===== src/rtl/uart_tx.sv =====
// uart_tx: serializes D_WIDTH-bit words into start/data(LSB first)/stop frames.
// Latency: tx falls one cycle after a word is accepted from an idle line; each
//   bit lasts BAUD_CNT_MAX+1 cycles, one frame is (D_WIDTH+2)*(BAUD_CNT_MAX+1) cycles.
// Backpressure: one-entry holding register; tx_ready low while it is full, and a
//   pi_flag presented while tx_ready is low is dropped (never overwrites).
//
// Ports:
//   sys_clk    system clock, rising edge
//   sys_rst_n  synchronous active-low reset (aborts any frame, drops queued word)
//   pi_data    parallel word to send
//   pi_flag    word valid, accepted when tx_ready is high
//   tx_ready   holding register empty
//   tx         registered serial line, idles high
//   tx_busy    a frame is in progress
//   tx_done    one-cycle pulse at the end of each stop bit
module uart_tx #(
  parameter int CLK_FREQ  = 200_000_000,
  parameter int BAUD_RATE = 9600,
  parameter int D_WIDTH   = 8
) (
  input  logic               sys_clk,
  input  logic               sys_rst_n,
  input  logic [D_WIDTH-1:0] pi_data,
  input  logic               pi_flag,
  output logic               tx_ready,
  output logic               tx,
  output logic               tx_busy,
  output logic               tx_done
);

  localparam int BAUD_CNT_MAX = (CLK_FREQ / BAUD_RATE) - 1;
  localparam logic [14:0] BAUD_LAST = 15'(BAUD_CNT_MAX);

  localparam int BCW = (D_WIDTH > 1) ? $clog2(D_WIDTH) : 1;
  localparam logic [BCW-1:0] BIT_LAST = BCW'(D_WIDTH - 1);

  localparam logic [1:0] S_IDLE  = 2'd0;
  localparam logic [1:0] S_START = 2'd1;
  localparam logic [1:0] S_DATA  = 2'd2;
  localparam logic [1:0] S_STOP  = 2'd3;

  logic [1:0]         state_q,    state_d;
  logic [14:0]        baud_cnt_q, baud_cnt_d;
  logic [BCW-1:0]     bit_cnt_q,  bit_cnt_d;
  logic [D_WIDTH-1:0] shift_q,    shift_d;
  logic [D_WIDTH-1:0] hold_dat_q, hold_dat_d;
  logic               hold_vld_q, hold_vld_d;
  logic               tx_q,       tx_d;
  logic               done_q,     done_d;

  logic               baud_end;
  logic               consume;
  logic               accept;
  logic [D_WIDTH-1:0] shift_nxt;

  assign baud_end  = (baud_cnt_q == BAUD_LAST);
  assign shift_nxt = shift_q >> 1;
  assign accept    = pi_flag & ~hold_vld_q;

  always_comb begin
    state_d    = state_q;
    baud_cnt_d = baud_cnt_q;
    bit_cnt_d  = bit_cnt_q;
    shift_d    = shift_q;
    tx_d       = tx_q;
    done_d     = 1'b0;
    consume    = 1'b0;

    case (state_q)
      S_IDLE: begin
        baud_cnt_d = '0;
        tx_d       = 1'b1;
        if (hold_vld_q) begin
          consume = 1'b1;
          shift_d = hold_dat_q;
          tx_d    = 1'b0;
          state_d = S_START;
        end
      end

      S_START: begin
        if (baud_end) begin
          baud_cnt_d = '0;
          bit_cnt_d  = '0;
          tx_d       = shift_q[0];
          state_d    = S_DATA;
        end else begin
          baud_cnt_d = baud_cnt_q + 15'd1;
        end
      end

      S_DATA: begin
        if (baud_end) begin
          baud_cnt_d = '0;
          shift_d    = shift_nxt;
          if (bit_cnt_q == BIT_LAST) begin
            tx_d    = 1'b1;
            state_d = S_STOP;
          end else begin
            // The bit after the shift is the next one on the line.
            tx_d      = shift_nxt[0];
            bit_cnt_d = bit_cnt_q + 1'b1;
          end
        end else begin
          baud_cnt_d = baud_cnt_q + 15'd1;
        end
      end

      S_STOP: begin
        if (baud_end) begin
          baud_cnt_d = '0;
          done_d     = 1'b1;
          if (hold_vld_q) begin
            // Chain straight into the next start bit: no idle gap.
            consume = 1'b1;
            shift_d = hold_dat_q;
            tx_d    = 1'b0;
            state_d = S_START;
          end else begin
            state_d = S_IDLE;
          end
        end else begin
          baud_cnt_d = baud_cnt_q + 15'd1;
        end
      end

      default: begin
        state_d    = S_IDLE;
        baud_cnt_d = '0;
        tx_d       = 1'b1;
      end
    endcase
  end

  // Consume reads the old contents; an accept in the same cycle (only possible
  // when the register was empty, so never in practice together with consume)
  // is applied last and leaves the new word held.
  always_comb begin
    hold_vld_d = hold_vld_q;
    hold_dat_d = hold_dat_q;
    if (consume) begin
      hold_vld_d = 1'b0;
    end
    if (accept) begin
      hold_vld_d = 1'b1;
      hold_dat_d = pi_data;
    end
  end

  always_ff @(posedge sys_clk) begin
    if (!sys_rst_n) begin
      state_q    <= S_IDLE;
      baud_cnt_q <= '0;
      bit_cnt_q  <= '0;
      shift_q    <= '0;
      hold_dat_q <= '0;
      hold_vld_q <= 1'b0;
      tx_q       <= 1'b1;
      done_q     <= 1'b0;
    end else begin
      state_q    <= state_d;
      baud_cnt_q <= baud_cnt_d;
      bit_cnt_q  <= bit_cnt_d;
      shift_q    <= shift_d;
      hold_dat_q <= hold_dat_d;
      hold_vld_q <= hold_vld_d;
      tx_q       <= tx_d;
      done_q     <= done_d;
    end
  end

  assign tx_ready = ~hold_vld_q;
  assign tx       = tx_q;
  assign tx_busy  = (state_q != S_IDLE);
  assign tx_done  = done_q;

endmodule

===== config.mk =====
export PLATFORM = sky130hd
export DESIGN_NAME = uart_tx
export DESIGN_NICKNAME = d
export VERILOG_FILES = /design/src/rtl/uart_tx.sv
export SDC_FILE = /design/constraint.sdc
export NUM_CORES = 1
export LEC_CHECK = 0
export ABC_AREA = 1
export BUFFER_PORTS_ARGS = -buffer_cell sky130_fd_sc_hd__buf_2
export CORE_ASPECT_RATIO = 0.7
export CORE_MARGIN = 2
export CORE_UTILIZATION = 55
export CTS_BUF_LIST = sky130_fd_sc_hd__clkbuf_16
export CTS_CLUSTER_DIAMETER = 30
export DETAILED_ROUTE_END_ITERATION = 8
export HOLD_SLACK_MARGIN = 0.06
export PLACE_DENSITY = 0.84
export SYNTH_ARGS = -nofsm -noshare
export SYNTH_HDL_FRONTEND = slang
export SYNTH_SLANG_ARGS = --single-unit
export TNS_END_PERCENT = 20

===== constraint.sdc =====
create_clock -name sys_clk -period 2.5 [get_ports sys_clk]
set_clock_uncertainty 0.1 [all_clocks]
set_input_delay 0.375 -clock sys_clk [delete_from_list [all_inputs] [get_ports sys_clk]]
set_output_delay 0.375 -clock sys_clk [all_outputs]
set_load 0.005 [all_outputs]

# ---- After elaboration in Yosys (flattened, before gate mapping)
# Cells that the tools add are included.
dict set report totals {
  ff_bits 39
  inputBits 11
  out_inout_bits 4
  word_cells 65
}
dict set report classes {
  addsub 2
  eq_ne 12
  muxes 30
  bitwise 2
  reduce_logical 11
}
# cell count
set op_table {}
lappend op_table {{15-bit case mux with 2 select lines} 1}
lappend op_table {{8-bit two-way mux} 3}
lappend op_table {{8-bit case mux with 3 select lines} 1}
lappend op_table {{15-bit by 1-bit adder with 15-bit output (second input constant)} 1}
lappend op_table {{15-bit equality test (second input constant)} 1}
lappend op_table {{15-bit two-way mux} 1}
lappend op_table {{2-bit != test (second input constant)} 7}
lappend op_table {{1-bit two-way mux} 12}
lappend op_table {{2-bit two-way mux} 5}
lappend op_table {{3-bit two-way mux} 3}
lappend op_table {{2-bit case mux with 4 select lines} 1}
lappend op_table {{4-bit AND reduction} 2}
lappend op_table {{3-bit case mux with 2 select lines} 1}
lappend op_table {{2-bit nonzero test} 3}
lappend op_table {{5-bit AND reduction} 1}
lappend op_table {{2-bit equality test (second input constant)} 2}
lappend op_table {{1-bit case mux with 4 select lines} 1}
lappend op_table {{3-bit by 1-bit adder with 3-bit output (second input constant)} 1}
lappend op_table {{3-bit equality test (second input constant)} 1}
lappend op_table {{3-bit AND reduction} 1}
lappend op_table {{3-bit nonzero test} 1}
lappend op_table {{3-bit OR reduction} 1}
lappend op_table {{2-bit by 1-bit equality test with 1-bit output (second input constant)} 1}
lappend op_table {{2-bit zero test} 1}
lappend op_table {{4 further kinds} 4}

# ---- Depth between registers and ports, before layout
# Gate-level depths: netlist of the first run.
dict set report logic_depth {
  word_depth 5
  depth_mapped 12
}

# ---- Worst setup path after synthesis of the first run
# OpenSTA, ideal clock, no wires.
dict set report synth_path {
  path_type {reg-to-reg}
  startpoint {reg state_q[0]}
  endpoint {reg shift_q[6]}
  arrival_ns 1.376
  required_time_ns 2.285
  setup_slack_ns 0.909
  stages_incl_launch_ff 9
  n_path_buf 1
  cell_sequence {dfxtp_1 > inv_1 > ha_1 > inv_2 > a21oi_2 > buf_6 > nand3_1 > nand2_1 > nor2_1}
}
dict set report synth_between {
  elab_chain_cells 3
  word_cells_on_any_way 8
  cone_classes {4 x eq/ne; 1 x mux; 3 x reduce/logical}
}
# element line
set synth_lines {}
lappend synth_lines {{from (decl)} 42} ;# logic [1:0] state_q, state_d;
lappend synth_lines {{from (signal assigned)} 161} ;# state_q <= state_d;
lappend synth_lines {{2-bit equality test or 2-bit zero test (tied branches)} 69} ;# case (state_q)
lappend synth_lines {{2-bit != test (no source line) or 3-bit nonzero test (tied branches)} -}
lappend synth_lines {{3-bit AND reduction (no source line)} -}
lappend synth_lines {{to (signal assigned)} 164} ;# shift_q <= shift_d;
lappend synth_lines {{to (decl)} 45} ;# logic [D_WIDTH-1:0] shift_q, shift_d;
# Parallel ways exist; a longest one is shown, timed or not.
# A chain may end at the register's enable or synchronous reset.

# ---- Worst setup path after layout of the first run
dict set report layout_path {
  startpoint {reg state_q[0]}
  endpoint {reg shift_q[4]}
}
# The elaborated chain is that of the path after synthesis.

==> qor.yml, run 1 <==
status: "complete, no violations"
grt_overflow_total: 0
cellInternalPower_mw: 1.29
grt_max_degree: 19
ctsResizeCount: 0
firstDrtPassIters: 4
wl_mm: 3.87
num_io_pins: 15
clock_latency_ns: 0.29
clk_path_buf_depth: 2
row_count: 18
switching_share: 0.338
cp_slowest_cell: "a21oi_2"
cts_made_buffers: 5
start_util: 0.571
final_common_cell: "nor2_1"
synthCells: 265
holdBufCountCts: 0
slew-limit-headroom: 0.536
rsz0062_at_grt: "false"
holdPathStages: 3
routedWlPerCell_um: 11.7
yosysWarnings: 0
path_class: "register to register"
regArea_um2: 781
crit_path_start_kind: "register"
die_w_um: 76.2
hold_violations: 0
die_area_um2: 4150
pre_cts_ws_ns: 0.514
routabilityCongestion: 0.931
path_buf_inv: 2
met1_usage: 0.276
cts-root-buf: "clkbuf_16"
final.setup.tns_ns: 0
drive_gt1_frac: 0.146
final_nets: 301
worstMarginPinSlew_ns: 0.696
drtIter0Drc: 118
ys_types: 31
cp.depth: 7
ant_nets: 0
crit_family: "compound AO/OA/AOI/OAI gates"
cts.htree.levels: 2
clockPowerShare: 0.311
synthAdderAreaFrac: 0.0624
synth_mux_area_frac: 0.0350
seq_power_share: 0.397
synth_top_family_by_area: "simple AND/OR/NAND/NOR gates"
vdd_ir_drop_max_uv: 545
crit_path_end_kind: "register"
drcViolationCount: 0
pwr-share-comb: 0.292
syn2layout_area_growth_pct: 11.2
drv_cap: 0
synthXorXnorAreaFrac: 0.00874
diodes: 0
grt_pass1_vias: 1411
n_fill_cell: 322
vias: 1711
crit_chain: "inv_1, ha_1, inv_2, a21oi_2, nand3_1, nand2_1, nor2_1"
drt-vias-per-instance: 5.17
hpwl_mm: 2.76
io_buffers: 14
grt_antenna_before_repair: 0
utilization: 0.635
grt_use_met3: 0.0693
fp.dieH_um: 54.5
slew_violations: 0
seq_area_frac_synth: 0.390
final_cell_mix: "nor2_1 (43), nand2_1 (40), dfxtp_1 (39)"
postCtsSetupBuffers: 0
grt_usage: 0.207
clock-sinks: 39
core_um2: 3510
clk_pin_slew_ns: 0.06
pwr_density_cell_nw_per_um2: 875
worstPathMaxFanout: 16
setup_slack_ns: 0.492
arrival_ns: 2.09
synthSimpleGateAreaFrac: 0.305
syn_avg_cell_area_um2: 7.56
grt_pass1_wl_mm: 6.45
synth_compound_area_frac: 0.120
required_ns: 2.58
fin_crit_sh: 0.803
slowest_delay_ns: 0.56
min_period_ns: 2.01
fin_hold_ws_ns: 0.237
power.total_mw: 1.95
cts_tree: "built"
busiest_layer: "met2"
grt.met2_usage: 0.313
hold_path_class: "input pin to register"
p_sw_mw: 0.660
multi_input_area_um2: 1070
ys_ff_latch: 39
syn_nets: 286
fmax_ghz: 0.498
syn_area_um2: 2000
reg2reg_depth: 7
p_leak_nw: 0.981
setup_viol: 0
-- through the flow --
stage	cells	cell area (um2)
after global routing	331	2230
after detailed placement	323	2090
after floorplan	265	2000
after global placement	323	2090
after CTS	331	2230
final	331	2230
-- worst paths after layout --
| check | slack, ns | to | start |
|---|---|---|---|
| worst max-delay path | 0.49 | shift_q[4] | state_q[0] |
| worst min-delay path | 0.24 | hold_dat_q[5] | pi_data[5] |
| worst min register to register | 0.37 | tx | tx |
| worst max register to register | 0.49 | shift_q[4] | state_q[0] |
-- layer usage --
layer,share of wire,wire [um]
met5,0,0
met4,0.020,78
met3,0.052,203
met2,0.42,1620
met1,0.51,1970
-- synth_stat cells (all sizes together) --
cell    instances  area (um2)
o22ai           1        6.26
o21ai          13        76.3
a21o            1        7.51
inv            27         101
nand4           6        37.5
or2             1        6.26
mux2i           7        70.1
nor3b           2        15.0
o31ai           1        7.51
dfxtp          39         781
buf             5        48.8
ha             10         125
a21oi          25         129
nor3            6        30.0
nand3          19         110
nand2          47         199
xor2            2        17.5
clkbuf          2        7.51
nor2           49         214
o21a            2        15.0
-- logic make-up after synthesis --
logic type	count (synthesis)
AND/OR/NAND/NOR	130
AO/OA/AOI/OAI	43
flip-flops	39
buffers and inverters	34
adder cells (fa/ha/maj)	10
multiplexers	7
XOR/XNOR	2
-- worst register-to-register path: stages, from the launching register on --
cell and delay, ns:
dfxtp_1 0.35, inv_1 0.15, ha_1 0.33, inv_2 0.11
a21oi_2 0.57, nand3_1 0.16, nand2_1 0.09, nor2_1 0.04
-- flip-flops by register name, summed over array words and instances, names as in the netlist --
register,cells
baud_cnt_q,15
tx_done,1
bit_cnt_q,3
shift_q,8
state_q,2
hold_dat_q,8
tx,1
hold_vld_q,1
-- power groups by stage --
stage / combinational, mW / clock (mW) / sequential [mW]
finish: 0.569 / 0.606 / 0.775
detailed placement: 0.559 / 0 / 0.787
global placement: 0.546 / 0 / 0.782
floorplan: 0.470 / 0 / 0.771
CTS: 0.564 / 0.624 / 0.774
global route: 0.649 / 0.662 / 0.786
-- layout make-up --
| cell class | count | area share |
|---|---|---|
| repair buffers | 15 | 0.0348 |
| clock buffers | 5 | 0.0561 |
| clock inverters | 3 | 0.00730 |
| inverters | 27 | 0.0455 |
| multi-input cells | 192 | 0.478 |
| flip-flops and latches | 39 | 0.350 |
| well taps | 50 | 0.0281 |
No activity file was read; power rests on OpenSTA's default activity.
==> inputs of run 2 (changes only) <==
==> constraint.sdc (replaced) <==
create_clock -name sys_clk -period 2.1 [get_ports sys_clk]
set_clock_uncertainty 0.1 [all_clocks]
set_input_delay 0.315 -clock sys_clk [delete_from_list [all_inputs] [get_ports sys_clk]]
set_output_delay 0.315 -clock sys_clk [all_outputs]
set_load 0.005 [all_outputs]
==> qor.yml, run 2 (synthesized netlist as in run 1, its figures left out) <==
status: "complete, no violations"
arrival_ns: 1.88
crit_path_end_kind: "register"
crit_path_start_kind: "register"
worstMarginPinSlew_ns: 0.387
largest-register: "baud_cnt_q"
io_buffers: 14
fmax_ghz: 0.558
grt_usage: 0.211
row_count: 18
pwr_density_cell_nw_per_um2: 1090
cts-root-buf: "clkbuf_16"
drv_cap: 0
wl_mm: 3.97
die_area_um2: 4150
path_class: "register to register"
switching_share: 0.325
crit_family: "buffers and inverters"
diodes: 0
largestRegisters: "baud_cnt_q x15, hold_dat_q x8, shift_q x8"
final_area_um2: 2270
slowest_delay_ns: 0.36
slew_violations: 0
final_cell_mix: "nor2_1 (43), nand2_1 (40), dfxtp_1 (39)"
fp.dieH_um: 54.5
highest_layer: "met4"
final_common_cell: "nor2_1"
vias: 1690
met3_length_um: 192
drcViolationCount: 0
ctsResizeCount: 0
grt_pass1_vias: 1494
core_um2: 3510
slew-limit-headroom: 0.741
dr_wl_met2_mm: 1.69
hold_violations: 0
cts.htree.levels: 2
n_fill_cell: 304
postCtsSetupBuffers: 0
clockPowerShare: 0.352
num_io_pins: 15
grt_max_degree: 17
pwr-share-comb: 0.274
clk_pin_slew_ns: 0.06
drt-vias-per-instance: 5.08
final_nets: 303
vdd_ir_drop_max_uv: 680
p_leak_nw: 0.999
path_buf_inv: 2
hold_path_class: "input pin to register"
ant_nets: 0
rsz0062_at_grt: "false"
p_sw_mw: 0.806
drtIter0Drc: 96
die_w_um: 76.2
fin_crit_sh: 0.853
utilization: 0.647
syn2layout_area_growth_pct: 13.5
hpwl_mm: 2.80
grt_antenna_before_repair: 0
routedWlPerCell_um: 11.9
required_ns: 2.18
min_period_ns: 1.79
firstDrtPassIters: 4
drt-met1-wl_mm: 2.02
grt_pass1_wl_mm: 6.65
routabilityCongestion: 0.818
placed_area_um2: 2100
seq_power_share: 0.374
drive_gt1_frac: 0.159
cts_made_buffers: 5
fin_hold_ws_ns: 0.171
cts_tree: "built"
clock_latency_ns: 0.29
worstPathMaxFanout: 8
grt_overflow_total: 0
cellInternalPower_mw: 1.68
start_util: 0.571
clock-sinks: 39
setup_viol: 0
final.setup.tns_ns: 0
cp_slowest_cell: "dfxtp_1"
holdBufCountCts: 0
power.total_mw: 2.48
clk_path_buf_depth: 2
largest_register_ffs: 15
crit_chain: "inv_1, ha_1, buf_4, mux2i_1, nand3_1, nand2_1, nor2_1"
-- run 2: final cells by class --
cell class	instances	area, um2	share of cell area
Sequential cell	39	781	0.343
Multi-Input combinational cell	192	1070	0.469
Inverter	27	101	0.0446
Clock buffer	5	125	0.0550
Clock inverter	3	46.3	0.0204
Tap cell	50	62.6	0.0275
Timing Repair Buffer	17	92.6	0.0407
-- run 2: through the flow --
step	instances	setup slack, ns
CTS	333	0.309
global placement	325	0.388
floorplan	265	0.509
global route	333	0.114
detailed placement	325	0.354
finish	333	0.308
-- run 2: power groups by stage --
stage               clock, mW  combinational [mW]  sequential [mW]
floorplan                   0               0.560            0.918
global placement            0               0.652            0.930
detailed placement          0               0.670            0.938
CTS                     0.888               0.680            0.928
global route            0.923               0.791            0.939
finish                  0.875               0.681            0.928
-- run 2: path summary, 6_finish.rpt --
kind              cells after the start            end  startpoint  slack [ns]
setup / recovery                      7     shift_q[3]  state_q[0]        0.31
hold / removal                        3  hold_dat_q[3]  pi_data[3]        0.17
setup reg to reg                      7     shift_q[3]  state_q[0]        0.31
hold reg to reg                       2             tx          tx        0.37
-- run 2: per-layer routing --
metal | global-route usage | up-vias
met3 | 0.0578 | 8
met4 | 0.106 | 0
met5 | 0 | -
met1 | 0.277 | 733
li1 | - | 906
met2 | 0.327 | 43
-- run 2: tightest hold or removal path, stage by stage --
cell,delay [ns]
buf_2,0.07
o21ai_0,0.07
nor2_1,0.07
==> inputs of run 3 (changes only) <==
--- a/config.mk
+++ b/config.mk
@@ -15,6 +15,7 @@
 export DETAILED_ROUTE_END_ITERATION = 8
 export HOLD_SLACK_MARGIN = 0.06
 export PLACE_DENSITY = 0.84
+export REMOVE_ABC_BUFFERS = 1
 export SYNTH_ARGS = -nofsm -noshare
 export SYNTH_HDL_FRONTEND = slang
 export SYNTH_SLANG_ARGS = --single-unit
==> qor.yml, run 3 (synthesized netlist as in run 1, its figures left out) <==
clk_pin_slew_ns: 0.06
postCtsSetupBuffers: 0
p_leak_nw: 0.985
drv_cap: 0
status: "complete, no violations"
diodes: 0
drive_gt1_frac: 0.159
ctsResizeCount: 0
num_io_pins: 15
firstDrtPassIters: 4
grt_pass1_vias: 1495
clk_path_buf_depth: 2
worstPathMaxFanout: 16
seq_power_share: 0.394
hold_violations: 0
start_util: 0.571
ant_nets: 0
final_nets: 303
grt_usage: 0.215
pwr_density_cell_nw_per_um2: 1040
hold_path_class: "input pin to register"
syn2layout_area_growth_pct: 12.2
required_ns: 2.17
final_cell_mix: "nor2_1 (43), nand2_1 (40), dfxtp_1 (39)"
drtIter0Drc: 119
n_fill_cell: 290
clock-sinks: 39
setup_slack_ns: 0.286
grt_pass1_wl_mm: 6.74
fin_cells: 333
largestRegisters: "baud_cnt_q x15, hold_dat_q x8, shift_q x8"
drcViolationCount: 0
vdd_ir_drop_max_uv: 585
routedWlPerCell_um: 12.2
crit_path_end_kind: "register"
grt_overflow_total: 0
hpwl_mm: 2.79
utilization: 0.640
switching_share: 0.341
grt_max_degree: 19
routabilityCongestion: 0.926
final_area_um2: 2250
pwr-share-comb: 0.291
final.setup.tns_ns: 0
wl_mm: 4.08
fmax_ghz: 0.551
largest_register_ffs: 15
cts.htree.levels: 2
pre_cts_ws_ns: 0.328
cellInternalPower_mw: 1.55
cts_tree: "built"
clockPowerShare: 0.314
largest-register: "baud_cnt_q"
clock_latency_ns: 0.29
slew_violations: 0
io_buffers: 14
drt-vias-per-instance: 5.22
cts_made_buffers: 5
grt_antenna_before_repair: 0
min_period_ns: 1.81
worstMarginPinSlew_ns: 0.450
placed_area_um2: 2100
fin_hold_ws_ns: 0.178
cts-root-buf: "clkbuf_16"
row_count: 18
arrival_ns: 1.89
vias: 1737
crit_path_start_kind: "register"
fin_crit_sh: 0.864
dp_cells: 325
path_class: "register to register"
die_w_um: 76.2
final_common_cell: "nor2_1"
holdBufCountCts: 0
setup_viol: 0
power.total_mw: 2.35
slew-limit-headroom: 0.699
p_sw_mw: 0.800
die_area_um2: 4150
rsz0062_at_grt: "false"
core_um2: 3510
fp.dieH_um: 54.5
## run 3: per-layer routing
layer  vias to the layer above  global-route usage  routed length [um]
met4                         0               0.112                  61
li1                        902                   -                   -
met2                        43               0.342                1800
met3                         6              0.0611                 183
met1                       786               0.275                2040
met5                         -                   0                   0
## run 3: final cells by class
| class | count | area, um2 | share of cell area |
|---|---|---|---|
| Inverter | 27 | 101 | 0.0451 |
| Multi-Input combinational cell | 192 | 1070 | 0.474 |
| Sequential cell | 39 | 781 | 0.347 |
| Clock buffer | 5 | 125 | 0.0556 |
| Tap cell | 50 | 62.6 | 0.0278 |
| Timing Repair Buffer | 17 | 92.6 | 0.0412 |
| Clock inverter | 3 | 20.0 | 0.00890 |
## run 3: worst max-delay path: stages (launching register included)
cell and delay, ns:
dfxtp_1 0.36, inv_1 0.16, ha_1 0.35, inv_2 0.13
a21oi_2 0.14, buf_4 0.22, nand3_1 0.10, nand2_1 0.10
nor2_1 0.05
## run 3: power by group through the flow
stage | combinational (mW) | sequential [mW] | clock, mW
after floorplan | 0.508 | 0.918 | 0
after global placement | 0.654 | 0.932 | 0
after detailed placement | 0.668 | 0.937 | 0
after CTS | 0.680 | 0.924 | 0.750
after global routing | 0.786 | 0.937 | 0.773
final | 0.684 | 0.926 | 0.737
## run 3: worst paths after layout
kind / start / to / slack, ns / cells after the start
hold reg to reg: tx / tx / 0.37 / 2
setup / recovery: state_q[0] / shift_q[0] / 0.29 / 8
hold / removal: pi_data[3] / hold_dat_q[3] / 0.18 / 3
setup reg to reg: state_q[0] / shift_q[0] / 0.29 / 8
